File: src/rtl/reg_bank_pkg.sv
// reg_bank_pkg: shared constants for the SPI-attached register bank.
//   Register address map, CTRL LOCK bit index, IRQ_STAT lock-violation
//   bit index and the default identification value read at ADDR_ID.
package reg_bank_pkg;
   localparam int ADDR_CTRL     = 0;
   localparam int ADDR_CFG0     = 1;
   localparam int ADDR_CFG1     = 2;
   localparam int ADDR_CFG2     = 3;
   localparam int ADDR_CFG3     = 4;
   localparam int ADDR_IRQ_MASK = 5;
   localparam int ADDR_IRQ_STAT = 6;
   localparam int ADDR_ID       = 7;
   localparam int NUM_CFG       = 4;

   localparam int LOCK_BIT      = 7;   // CTRL: sticky lock
   localparam int LOCKVIOL_BIT  = 7;   // IRQ_STAT: write attempted while locked

   localparam logic [7:0] DEFAULT_ID = 8'hA5;
endpackage

File: src/rtl/reg_bank_if.sv
// reg_bank_if: register access bus between the SPI slave and reg_bank.
//   reg_addr    - register address
//   reg_data_i  - write data
//   reg_data_dv - one-cycle write strobe
//   reg_data_o  - combinational read data for reg_addr
//   master: SPI slave side, slave: register bank side.
interface reg_bank_if #(
   parameter int ADDR_W = 3,
   parameter int REG_W  = 8
);
   logic [ADDR_W-1:0] reg_addr;
   logic [REG_W-1:0]  reg_data_i;
   logic              reg_data_dv;
   logic [REG_W-1:0]  reg_data_o;

   modport master (output reg_addr, reg_data_i, reg_data_dv, input reg_data_o);
   modport slave  (input reg_addr, reg_data_i, reg_data_dv, output reg_data_o);
endinterface

File: src/rtl/reg_bank_irq_ctrl.sv
// irq_ctrl: IRQ_STAT register with set-over-clear priority and the
//   registered interrupt request.
//   clk, rstb, ena - clock, async active-low reset, clock enable
//   evt_i          - event pulses setting IRQ_STAT[6:0]
//   lock_viol      - sets IRQ_STAT[LOCKVIOL_BIT]
//   w1c_en/w1c_data- write-one-to-clear access to IRQ_STAT
//   irq_mask       - IRQ_MASK register
//   irq_stat       - IRQ_STAT register
//   irq_o          - registered |(IRQ_STAT & IRQ_MASK)
module irq_ctrl
   import reg_bank_pkg::*;
(
   input  logic       clk,
   input  logic       rstb,
   input  logic       ena,
   input  logic [6:0] evt_i,
   input  logic       lock_viol,
   input  logic       w1c_en,
   input  logic [7:0] w1c_data,
   input  logic [7:0] irq_mask,
   output logic [7:0] irq_stat,
   output logic       irq_o
);
   logic [7:0] set_bits, clr_bits;

   always_comb begin
      set_bits               = {1'b0, evt_i};
      set_bits[LOCKVIOL_BIT] = set_bits[LOCKVIOL_BIT] | lock_viol;
      clr_bits               = w1c_en ? w1c_data : 8'h00;
   end

   // Clear is applied first so a same-cycle set always survives.
   // irq_o samples the current status, hence one cycle behind it.
   always_ff @(posedge clk or negedge rstb) begin
      if (!rstb) begin
         irq_stat <= '0;
         irq_o    <= 1'b0;
      end else if (ena) begin
         irq_stat <= (irq_stat & ~clr_bits) | set_bits;
         irq_o    <= |(irq_stat & irq_mask);
      end
   end
endmodule

File: src/rtl/reg_bank.sv
// reg_bank: 8-entry register bank behind an SPI slave.
//   clk, rstb   - clock, async active-low reset
//   ena         - clock enable, all state holds when low
//   bus         - register access bus (reg_bank_if.slave)
//   evt_i       - event pulses into IRQ_STAT[6:0]
//   ctrl_o      - CTRL register
//   cfg_o       - {CFG3, CFG2, CFG1, CFG0}
//   wr_strobe_o - one-hot, one-cycle pulse per accepted write
//   irq_o       - registered interrupt request
//   status_o    - {LOCK, irq_o, |IRQ_STAT, 5'b0}
module reg_bank
   import reg_bank_pkg::*;
#(
   parameter int               ADDR_W   = 3,
   parameter int               REG_W    = 8,
   parameter logic [REG_W-1:0] ID_VALUE = REG_W'(DEFAULT_ID)
) (
   input  logic                   clk,
   input  logic                   rstb,
   input  logic                   ena,
   reg_bank_if.slave              bus,
   input  logic [6:0]             evt_i,
   output logic [7:0]             ctrl_o,
   output logic [4*REG_W-1:0]     cfg_o,
   output logic [7:0]             wr_strobe_o,
   output logic                   irq_o,
   output logic [7:0]             status_o
);
   logic [7:0]                     ctrl, irq_mask, irq_stat;
   logic [NUM_CFG-1:0][REG_W-1:0]  cfg;
   logic [7:0]                     wr_sel, wr_acc;
   logic                           locked, lock_viol;

   assign locked = ctrl[LOCK_BIT];

   // Address decode of an enabled write strobe.
   always_comb begin
      wr_sel = '0;
      for (int i = 0; i < 8; i++)
         wr_sel[i] = ena && bus.reg_data_dv && (bus.reg_addr == ADDR_W'(i));
   end

   // ID is read-only; CFG0..IRQ_MASK are frozen while locked.
   always_comb begin
      wr_acc          = wr_sel;
      wr_acc[ADDR_ID] = 1'b0;
      if (locked)
         wr_acc[ADDR_IRQ_MASK:ADDR_CFG0] = '0;
   end

   assign lock_viol = locked && (|wr_sel[ADDR_IRQ_MASK:ADDR_CFG0]);

   // wr_strobe_o is a pulse: it always reloads (wr_acc is 0 with ena low)
   // so it can never stretch across a disabled cycle.
   always_ff @(posedge clk or negedge rstb) begin
      if (!rstb) begin
         ctrl        <= '0;
         cfg         <= '0;
         irq_mask    <= '0;
         wr_strobe_o <= '0;
      end else begin
         wr_strobe_o <= wr_acc;
         if (wr_acc[ADDR_CTRL])
            ctrl <= bus.reg_data_i[7:0] | {ctrl[LOCK_BIT], 7'b0};
         for (int i = 0; i < NUM_CFG; i++)
            if (wr_acc[ADDR_CFG0+i]) cfg[i] <= bus.reg_data_i;
         if (wr_acc[ADDR_IRQ_MASK])
            irq_mask <= bus.reg_data_i[7:0];
      end
   end

   irq_ctrl u_irq_ctrl (
      .clk       (clk),
      .rstb      (rstb),
      .ena       (ena),
      .evt_i     (evt_i),
      .lock_viol (lock_viol),
      .w1c_en    (wr_acc[ADDR_IRQ_STAT]),
      .w1c_data  (bus.reg_data_i[7:0]),
      .irq_mask  (irq_mask),
      .irq_stat  (irq_stat),
      .irq_o     (irq_o)
   );

   always_comb begin
      bus.reg_data_o = '0;
      case (int'(bus.reg_addr))
         ADDR_CTRL:     bus.reg_data_o = REG_W'(ctrl);
         ADDR_CFG0:     bus.reg_data_o = cfg[0];
         ADDR_CFG1:     bus.reg_data_o = cfg[1];
         ADDR_CFG2:     bus.reg_data_o = cfg[2];
         ADDR_CFG3:     bus.reg_data_o = cfg[3];
         ADDR_IRQ_MASK: bus.reg_data_o = REG_W'(irq_mask);
         ADDR_IRQ_STAT: bus.reg_data_o = REG_W'(irq_stat);
         ADDR_ID:       bus.reg_data_o = ID_VALUE;
         default:       bus.reg_data_o = '0;
      endcase
   end

   assign ctrl_o   = ctrl;
   assign cfg_o    = cfg;
   assign status_o = {locked, irq_o, |irq_stat, 5'b0};
endmodule

File: src/flat_wrapper.sv
// flat-port wrapper written by rule: the top's interface ports become plain ports
module reg_bank_flat import reg_bank_pkg::*;
#(
   parameter int               ADDR_W   = 3,
   parameter int               REG_W    = 8,
   parameter logic [REG_W-1:0] ID_VALUE = REG_W'(DEFAULT_ID)
)
  (clk, rstb, ena, evt_i, ctrl_o, cfg_o, wr_strobe_o, irq_o, status_o, bus_reg_addr, bus_reg_data_i, bus_reg_data_dv, bus_reg_data_o);
  reg_bank_if #(.ADDR_W(ADDR_W), .REG_W(REG_W)) bus_i ();
  input  logic clk;
  input  logic rstb;
  input  logic ena;
  input  logic [6:0] evt_i;
  output logic [7:0] ctrl_o;
  output logic [4*REG_W-1:0] cfg_o;
  output logic [7:0] wr_strobe_o;
  output logic irq_o;
  output logic [7:0] status_o;
  input wire logic [$bits(bus_i.reg_addr)-1:0] bus_reg_addr;
  input wire logic [$bits(bus_i.reg_data_i)-1:0] bus_reg_data_i;
  input wire logic [$bits(bus_i.reg_data_dv)-1:0] bus_reg_data_dv;
  output wire logic [$bits(bus_i.reg_data_o)-1:0] bus_reg_data_o;
  assign bus_i.reg_addr = bus_reg_addr;
  assign bus_i.reg_data_i = bus_reg_data_i;
  assign bus_i.reg_data_dv = bus_reg_data_dv;
  assign bus_reg_data_o = bus_i.reg_data_o;
  reg_bank #(.ADDR_W(ADDR_W), .REG_W(REG_W), .ID_VALUE(ID_VALUE)) u_core (.clk(clk), .rstb(rstb), .ena(ena), .bus(bus_i), .evt_i(evt_i), .ctrl_o(ctrl_o), .cfg_o(cfg_o), .wr_strobe_o(wr_strobe_o), .irq_o(irq_o), .status_o(status_o));
endmodule
File: config.mk
export PLATFORM = sky130hd
export DESIGN_NAME = reg_bank_flat
export DESIGN_NICKNAME = d
export VERILOG_FILES = /design/src/rtl/reg_bank_pkg.sv /design/src/rtl/reg_bank_if.sv /design/src/rtl/reg_bank_irq_ctrl.sv /design/src/rtl/reg_bank.sv /design/src/flat_wrapper.sv
export SDC_FILE = /design/constraint.sdc
export NUM_CORES = 1
export LEC_CHECK = 0
export ABC_AREA = 1
export BUFFER_PORTS_ARGS = -buffer_cell sky130_fd_sc_hd__buf_2
export CORE_ASPECT_RATIO = 0.9
export CORE_MARGIN = 8
export CORE_UTILIZATION = 56
export DETAILED_ROUTE_END_ITERATION = 10
export PLACE_DENSITY_LB_ADDON = 0.25
export SLEW_MARGIN = 20
export SYNTH_ARGS = -nofsm -noshare
export SYNTH_HDL_FRONTEND = slang
export SYNTH_HIERARCHICAL = 1
export SYNTH_SLANG_ARGS = --single-unit
File: constraint.sdc
create_clock -name clk -period 2.2 [get_ports clk]
set_input_delay 0.44 -clock clk [delete_from_list [all_inputs] [get_ports clk]]
set_output_delay 0.44 -clock clk [all_outputs]
set_load 0.01 [all_outputs]
-- Yosys cells after proc, flatten, opt, wreduce, memory -nomap -nowiden
Cells that the tools add are included.
- output and inout port bits: 65
- flip-flop bits (word level): 64
- input port bits: 22
- logic and storage cells: 37
- reduce and logical (&&, ||, !) cells: 13
- equal/unequal tests: 7
- mux-type cells: 3
- bitwise gates (word level): 5
- operators with widths (cell ; count):
    case mux 8 bit (8 select lines) ; 1
    AND 8 bit ; 2
    bitwise OR 8 bit ; 2
    OR reduction 8 bit ; 2
    equality test 3 bit (second input constant) ; 4
    logical AND 1 bit ; 9
    two-way mux 8 bit ; 1
    inverter 8 bit ; 1
    equality test 3 x 2 -> 1 bit (second input constant) ; 2
    two-way mux 5 bit ; 1
    OR reduction 5 bit ; 1
    equality test 3 x 1 -> 1 bit (second input constant) ; 1
    logical NOT 3 bit ; 1

-- Depth between registers and ports, before layout
Gate-level depths: netlist of the first run.
- depth in word-level cells: 6
- mapped depth: 8
- gate-level depth less buffers: 6

-- Hierarchy
Netlist of the first run, hierarchy kept.
- modules (own cells, without submodules) (module ; cells each ; area each (um^2) ; times used ; seq. area each (um^2)):
    reg_bank ; 331 ; 2746.4 ; 1 ; 1376.3
    irq_ctrl ; 47 ; 434.2 ; 1 ; 225.2

-- Least setup slack after synthesis of the first run
Ideal clock, no wire load.
- path type: input to output
- start point: in bus_reg_addr[0]
- end point: out bus_reg_data_o[0]
- setup slack: 425 ps
- arrival time: 1335 ps
- data required time: 1760 ps
- path buffers: 2
- stages on the path: 7
- cells stage by stage: buf_6 buf_4 nor2_1 nand3_1 nand2_1 nor2_1 nand3_1
- cells in the longest elaborated chain, start to end: 2
- elaborated cells between the ends (all ways): 9
- those cells by class: eq/ne: 7; mux: 1; reduce/logical: 1
- ends and longest elaborated chain (what ; line ; text):
    start: declaration ; flat_wrapper.sv:19 ; input wire logic [$bits(bus_i.reg_addr)-1:0] bus_reg_addr;
    equality test 3 bit (tied with other cells) ; -- ;
    case mux 8 bit (8 select lines) (*) ; reg_bank.sv:87 ; case (int'(bus.reg_addr))
    end: declaration ; flat_wrapper.sv:22 ; output wire logic [$bits(bus_i.reg_data_o)-1:0] bus_reg_data_o;
Mark *: on every way between the ends. The rest lies on a longest branch, timed or not.

-- Final worst setup path of the first run
- start point: in bus_reg_addr[0]
- end point: out bus_reg_data_o[7]
The elaborated chain is that of the path after synthesis.

==> results by group, run 1 <==
Floorplanning
  • Floorplan die width: 95.4 um
  • Initial core utilization: 0.568
  • Floorplan die area: 8350 um2
  • Ports: 87
  • Core Footprint: 5600 um2
  • Die span in y: 87.5 um
  • Number of cell rows: 26

Status
  • Result of the run: complete, no violations

Worst setup path
  • Worst path arrival time: 1.52 ns
  • Required time worst endpoint: 1.76 ns
  • Biggest fanout along the worst timing path: 16
  • Critical setup path kind: input pin to primary output
  • Category of the worst setup path launch point: input pin
  • CP Capture Type: primary output

Synth
  • Post-synth top cells: 90 x nand2_1, 64 x dfrtp_1, 37 x nor2_1
  • Post-Synthesis Mean Instance Area: 8.41 um2
  • Total of flip-flops plus latches after synthesis: 64
  • Flip-flop cell with the highest count after synthesis: dfrtp_1
  • Number of enable flip-flop cells after synthesis: 0
  • Mapped Cells: 378
  • Register area share after synthesis: 0.504
  • Synth async-reset ratio: 1.00
  • Number of warnings reported in the yosys synthesis log: 6
  • Yosys top cell area share: 0.504
  • Dominant cell type by area after synthesis: dfrtp_1
  • Most frequently used cell type in the post-synthesis netlist: nand2_1
  • Synthesized cell area: 3180 um2
  • Post-synthesis cell type count: 24
  • Synth area leaders: dfrtp_1 50%, nand2_1 11%, nand3_1 5.4%, nor2_1 4.4%, inv_1 4.0%

Routing
  • Via count: 2962
  • Detail Route Antenna Nets: 0
  • DR WL/cell: 18.2 um
  • Iteration-0 DRC Markers: 323
  • Iteration count of the initial detailed-routing pass: 6
  • Number of vias per cell: 5.58
  • DRC violation count after routing: 0
  • Aggregate routed wire length: 9.69 mm

Clocking
  • Post-CTS Resized: 0
  • TritonCTS clock tree: built
  • H-tree depth reported by CTS: 3
  • Number of buffers inserted for hold repair after clock tree synthesis: 0
  • Setup bufs post-CTS: 0
  • Clock transition at the register clock pins on the worst setup and hold paths after CTS: 0.07 ns
  • Root Buffer: clkbuf_8
  • Clock buffers created by TritonCTS: 9
  • Total number of clock tree sinks: 64
  • Clock tree buffer depth: 2
  • Clk_lat worst skew: 0.34 ns

GRT
  • Aggregate global-route resource usage: 0.246
  • Largest net degree at the start of global routing: 43
  • Wire length of the first global-routing pass: 15.7 mm
  • Via count of the first global-routing pass: 2965
  • Total gr overflow: 0
  • Initial antenna violation count: 0

Final layout
  • Filler Cells Inserted: 482
  • Diode count: 0
  • Number of nets in the layout: 478
  • Area added between synthesis and finish: 17.8%
  • Share of cells above drive strength 1: 0.267

Timing
  • Number of pins with negative max-slew slack in the final report: 0
  • Transition time at the pin with the least slew margin: 0.551 ns
  • RSZ-0062 raised after global routing: no
  • Final hold violations: 0
  • Post-route clock skew: 0.00751 ns
  • Accumulated negative setup slack: 0 ns
  • Final critical delay including setup and external delays: 1.96 ns
  • Achievable frequency: 509 MHz
  • Final period utilization: 0.892
  • Slew HR: 0.633
  • Endpoints failing setup: 0

Pwr
  • Sw power: 0.000648 W
  • Internal power summed over all cells: 0.00188 W
  • Share of total power in the clock network: 0.400
  • Leak: 2.11 nW
  • Part of the power in registers: 0.491
  • Pwr Total: 0.00253 W
  • Cell Pwr Density: 676 nW/um2
  • Share of power burned in combinational logic: 0.109
  • Largest vdd supply drop: 0.000610 V
  • Sw Share: 0.256

Place
  • Hpwl dp: 6.96 mm
  • Count of input and output buffers: 80
  • Routability congestion estimate: 0.999

Run
  • Number of max-cap violations: 0

Hold path
  • Hold Path Class: input pin to async pin
==> registers in the layout, indices dropped and copies added (netlist names) <==
register,count
u_core/cfg_o,32
u_core/ctrl_o,8
u_core/irq_mask,8
u_core/u_irq_ctrl/irq_stat,8
u_core/wr_strobe_o,7
u_core/u_irq_ctrl/irq_o,1
==> per-stage QoR <==
| step | util | cell area (um2) | hold WS (ns) | cells | worst slack [ns] |
|---|---|---|---|---|---|
| floorplan | - | 3200 | 0.144 | 383 | 0.425 |
| global placement | 0.634 | 3550 | 0.445 | 515 | 0.280 |
| detailed placement | 0.634 | 3550 | 0.456 | 515 | 0.280 |
| CTS | 0.669 | 3750 | 0.0889 | 531 | 0.272 |
| global route | 0.669 | 3750 | 0.113 | 531 | 0.138 |
| finish | 0.669 | 3750 | 0.0825 | 531 | 0.237 |
==> power by group through the flow <==
| stage | clock network [W] | registers, W | logic, W |
|---|---|---|---|
| 5_1_grt | 0.00108 | 0.00125 | 0.000305 |
| 6_report | 0.00101 | 0.00124 | 0.000275 |
| 3_3_place_gp | 0 | 0.00126 | 0.000267 |
| 3_5_place_dp | 0 | 0.00126 | 0.000274 |
| 4_1_cts | 0.00104 | 0.00124 | 0.000276 |
| 2_1_floorplan | 0 | 0.00127 | 0.000142 |
==> worst max-delay path: stages <==
cell,delay [ns]
buf_2,0.29
nor2_1,0.09
buf_4,0.17
nand3_1,0.09
nand2_1,0.07
nor2_1,0.10
nand3_1,0.11
buf_2,0.16
==> worst paths after layout <==
check                                                endpoint  slack (ns)  depth (start not counted)                     from
worst max-delay path                        bus_reg_data_o[7]        0.24                          8          bus_reg_addr[0]
min in group clk                u_core/u_irq_ctrl/irq_stat[1]        0.34                          2                 evt_i[1]
worst max register to register               u_core/cfg_o[26]        0.96                          4         u_core/ctrl_o[7]
worst min register to register        u_core/u_irq_ctrl/irq_o        0.50                          2  u_core/u_irq_ctrl/irq_o
max in group asynchronous       u_core/u_irq_ctrl/irq_stat[2]        1.49                          2                     rstb
worst min-delay path                          u_core/cfg_o[8]        0.08                          1                     rstb
==> final cells by class <==
cell class              count  area [um2]  area share
clock inverters             3        40.0      0.0107
well taps                  70        87.6      0.0234
inverters                  36         135      0.0361
repair buffers             88         473       0.126
flip-flops and latches     64        1600       0.428
clock buffers              13         159      0.0424
multi-input cells         257        1250       0.334
==> placed cells by master, fill, tap and decap left out <==
cell / n
nand2_1: 90
nand3_1: 34
dfrtp_1: 64
nor3_2: 2
nor3_4: 1
a22o_1: 8
inv_2: 2
clkinv_2: 2
nand2_2: 6
clkbuf_1: 2
bufinv_16: 1
nand3_2: 1
clkbuf_8: 11
nand3_4: 1
nor2_1: 37
buf_4: 7
buf_2: 80
o21ai_2: 8
buf_12: 1
a21oi_1: 4
o21ai_0: 19
o21ai_1: 21
nor4_1: 3
conb_1: 6
inv_1: 34
nand4_1: 16
==> kinds of logic after synthesis <==
family | share of synthesized area
DFF | 0.504
and+or+nand+nor | 0.273
buffers and inverters | 0.109
other | 0.00118
AOI/OAI and AO/OA | 0.113
==> per-layer routing <==
metal	vias up	track usage	routed length, um
met3	22	0.0810	1090
li1	1383	-	-
met1	1389	0.327	3950
met4	0	0.0837	206
met2	168	0.365	4440
met5	-	0	0
Note: power is estimated with default switching activity, not from simulation.
==> inputs of run 2 (changes only) <==
Settings changed: CORE_UTILIZATION 56 to 57, SYNTH_HIERARCHICAL 1 to not set.
==> run 2 against run 1 <==
Effect of this change: cell count is 0.19% lower; critical path depth is 1 lower; total power is 26% higher; non-clock buffer count is 1 lower; die area is 0.72% higher; sequential power is 26% higher; first-iteration DRC count is 12% lower; core utilization is 0.74 points higher; clock power is 16% lower; area after synthesis is 2.7% higher; fmax is 3.0% lower; critical path type unchanged; largest power group unchanged.
==> results by group, run 2 <==
Final layout
  • Filler Cells Inserted: 481
  • Commonest non-fill, non-tap cells in the layout: 100 x nand2_1, 80 x buf_2, 64 x dfrtp_1
  • Diode count: 0
  • Share of cells above drive strength 1: 0.285
  • Most common cell after layout, fill and taps aside: nand2_1
  • Share of the core filled with cells in the final layout: 0.677
  • Area added between synthesis and finish: 16.0%
  • Max reg flops: 32
  • Number of nets in the layout: 479

Worst setup path
  • Worst reg-to-reg setup slack: 0.82 ns
  • Category of the worst setup path launch point: input pin
  • CP Capture Type: primary output
  • Worst path arrival time: 1.58 ns
  • Start of the worst register-to-register path: u_core.ctrl_o[7]
  • Biggest fanout along the worst timing path: 11
  • Critical setup path kind: input pin to primary output
  • Critical-path cell list: buf_2, inv_1, nand3_2, nor2_1, nor2_1, nand3_1, buf_2
  • Start point of the critical path: bus_reg_addr[1]
  • Depth of the worst register-to-register path: 4
  • Slowest library cell on the worst path: inv_1
  • Highest cell delay on the worst timing path: 0.31 ns
  • Required time worst endpoint: 1.76 ns
  • Endpoint of the most critical register-to-register path: u_core.irq_mask[4]

Routing
  • Aggregate routed wire length: 9.06 mm
  • Iteration-0 DRC Markers: 284
  • DRC violation count after routing: 0
  • Detail Route Antenna Nets: 0
  • Iteration count of the initial detailed-routing pass: 4
  • Number of vias per cell: 5.41
  • DR WL/cell: 17.1 um
  • Via count: 2869

Synth
  • Post-synth top cells: 100 x nand2_1, 64 x dfrtp_1, 35 x inv_1
  • Compound-gate portion of the synthesized area: 0.115
  • Register area share after synthesis: 0.490
  • Main combinational cell family by area after synthesis: simple AND/OR/NAND/NOR gates
  • Dominant cell type by area after synthesis: dfrtp_1
  • Yosys top cell area share: 0.490
  • Post-Synthesis Mean Instance Area: 8.59 um2
  • Synthesized cell area: 3270 um2
  • Number of enable flip-flop cells after synthesis: 0
  • Synth async-reset ratio: 1.00
  • Post-synthesis share of cell area spent on and, or, nand and nor gates: 0.287
  • Synth Area in Adders: 0
  • Post-synthesis xor/xnor area fraction: 0
  • Multiplexer fraction of the synthesized cell area: 0
  • Post-synthesis cell type count: 25
  • Mapped Cells: 380
  • Flip-flop cell with the highest count after synthesis: dfrtp_1
  • Synth area leaders: dfrtp_1 49%, nand2_1 11%, o21ai_0 5.1%, nand4_1 4.6%, o21ai_2 4.3%
  • Total of flip-flops plus latches after synthesis: 64
  • Number of warnings reported in the yosys synthesis log: 0
  • Most frequently used cell type in the post-synthesis netlist: nand2_1

Floorplanning
  • Initial core utilization: 0.584
  • Floorplan die width: 95.8 um
  • Number of cell rows: 26
  • Floorplan die area: 8410 um2
  • Die span in y: 87.8 um
  • Ports: 87
  • Core Footprint: 5600 um2

GRT
  • Wire length of the first global-routing pass: 14.2 mm
  • Aggregate global-route resource usage: 0.228
  • Initial antenna violation count: 0
  • Total gr overflow: 0
  • Largest net degree at the start of global routing: 34
  • Via count of the first global-routing pass: 2692

Pwr
  • Cell Pwr Density: 841 nW/um2
  • Largest vdd supply drop: 0.000566 V
  • Leak: 2.13 nW

Timing
  • Endpoints failing setup: 0
  • Final Hold Slack: 0.104 ns
  • Final hold violations: 0
  • RSZ-0062 raised after global routing: no
  • Number of pins with negative max-slew slack in the final report: 0
  • Accumulated negative setup slack: 0 ns
  • Post-route clock skew: 0.00375 ns
  • Achievable frequency: 494 MHz
  • Final critical delay including setup and external delays: 2.02 ns
  • Final period utilization: 0.920

Clocking
  • Post-CTS Resized: 0
  • H-tree depth reported by CTS: 3
  • Clock tree buffer depth: 2
  • Clk_lat worst skew: 0.35 ns
  • TritonCTS clock tree: built
  • Total number of clock tree sinks: 64
  • Clock buffers created by TritonCTS: 9
  • Number of buffers inserted for hold repair after clock tree synthesis: 0
  • Clock transition at the register clock pins on the worst setup and hold paths after CTS: 0.06 ns
  • Setup bufs post-CTS: 0
  • Root Buffer: clkbuf_8

Place
  • Count of input and output buffers: 80
  • Routability congestion estimate: 0.939
  • Hpwl dp: 6.67 mm

Run
  • Number of max-cap violations: 0

Hold path
  • Hold Path Class: input pin to async pin

Status
  • Result of the run: complete, no violations
==> run 2: changes by cell type after synthesis, moves of 3 or more <==
| cell | change |
|---|---|
| nand3_1 | -16 |
| o21ai_0 | +14 |
| o21ai_1 | -13 |
| nand2_1 | +10 |
| a22o_1 | -8 |
| nand4_1 | +8 |
| o21ai_2 | +8 |
| nor2_1 | -6 |
| buf_2 | +3 |
| nand2_2 | -3 |
| nand2_4 | +3 |
| nand4_4 | +3 |
==> run 2: layout make-up <==
type	instances	area, um2	area share
sequential	64	1600	0.423
multi-input combinational	258	1340	0.353
timing repair buffer	87	465	0.123
clock buffer	13	149	0.0393
inverter	37	141	0.0373
tap	70	87.6	0.0231
clock inverter	1	5.00	0.00132
==> run 2: worst max-delay path by stage <==
stage | endpoint | slack (ns)
after global routing | bus_reg_data_o[7] | 0.06
after CTS | bus_reg_data_o[6] | 0.20
final | bus_reg_data_o[7] | 0.18
after floorplan | bus_reg_data_o[0] | 0.47
after detailed placement | bus_reg_data_o[6] | 0.19
after global placement | bus_reg_data_o[7] | 0.22
==> run 2: power by group <==
group	switching [W]	internal, W
Sequential	0.000187	0.00137
Clock	0.000424	0.000426
Combinational	0.000468	0.000307
==> run 2: cell families (layout without fill, tap and decap cells) <==
| kind of cell | Yosys count | count (layout) |
|---|---|---|
| AND/OR/NAND/NOR | 190 | 190 |
| flip-flops | 64 | 64 |
| AO/OA/AOI/OAI | 62 | 62 |
| other | 1 | 6 |
| buffers and inverters | 63 | 138 |
==> run 2: worst max-delay path, delay by kind of cell <==
family	cells	cell delay (ns)
buffers and inverters	3	0.63
AND/OR/NAND/NOR	4	0.51
==> run 2: metrics by stage <==
| step | power, W | setup slack (ns) | area, um2 | std cells |
|---|---|---|---|---|
| 2_1_floorplan | 0.00201 | 0.474 | 3280 | 385 |
| 3_3_place_gp | 0.00233 | 0.218 | 3630 | 516 |
| 3_5_place_dp | 0.00236 | 0.191 | 3630 | 516 |
| 4_1_cts | 0.00321 | 0.200 | 3790 | 530 |
| 5_1_grt | 0.00337 | 0.0582 | 3790 | 530 |
| 6_report | 0.00319 | 0.176 | 3790 | 530 |
==> run 2: layer usage <==
metal  share of wire  track usage  wire length (um)
met5               0            0                 0
met4           0.017       0.0865               157
met3           0.097       0.0788               876
met2            0.45        0.326              4080
met1            0.44        0.311              3950
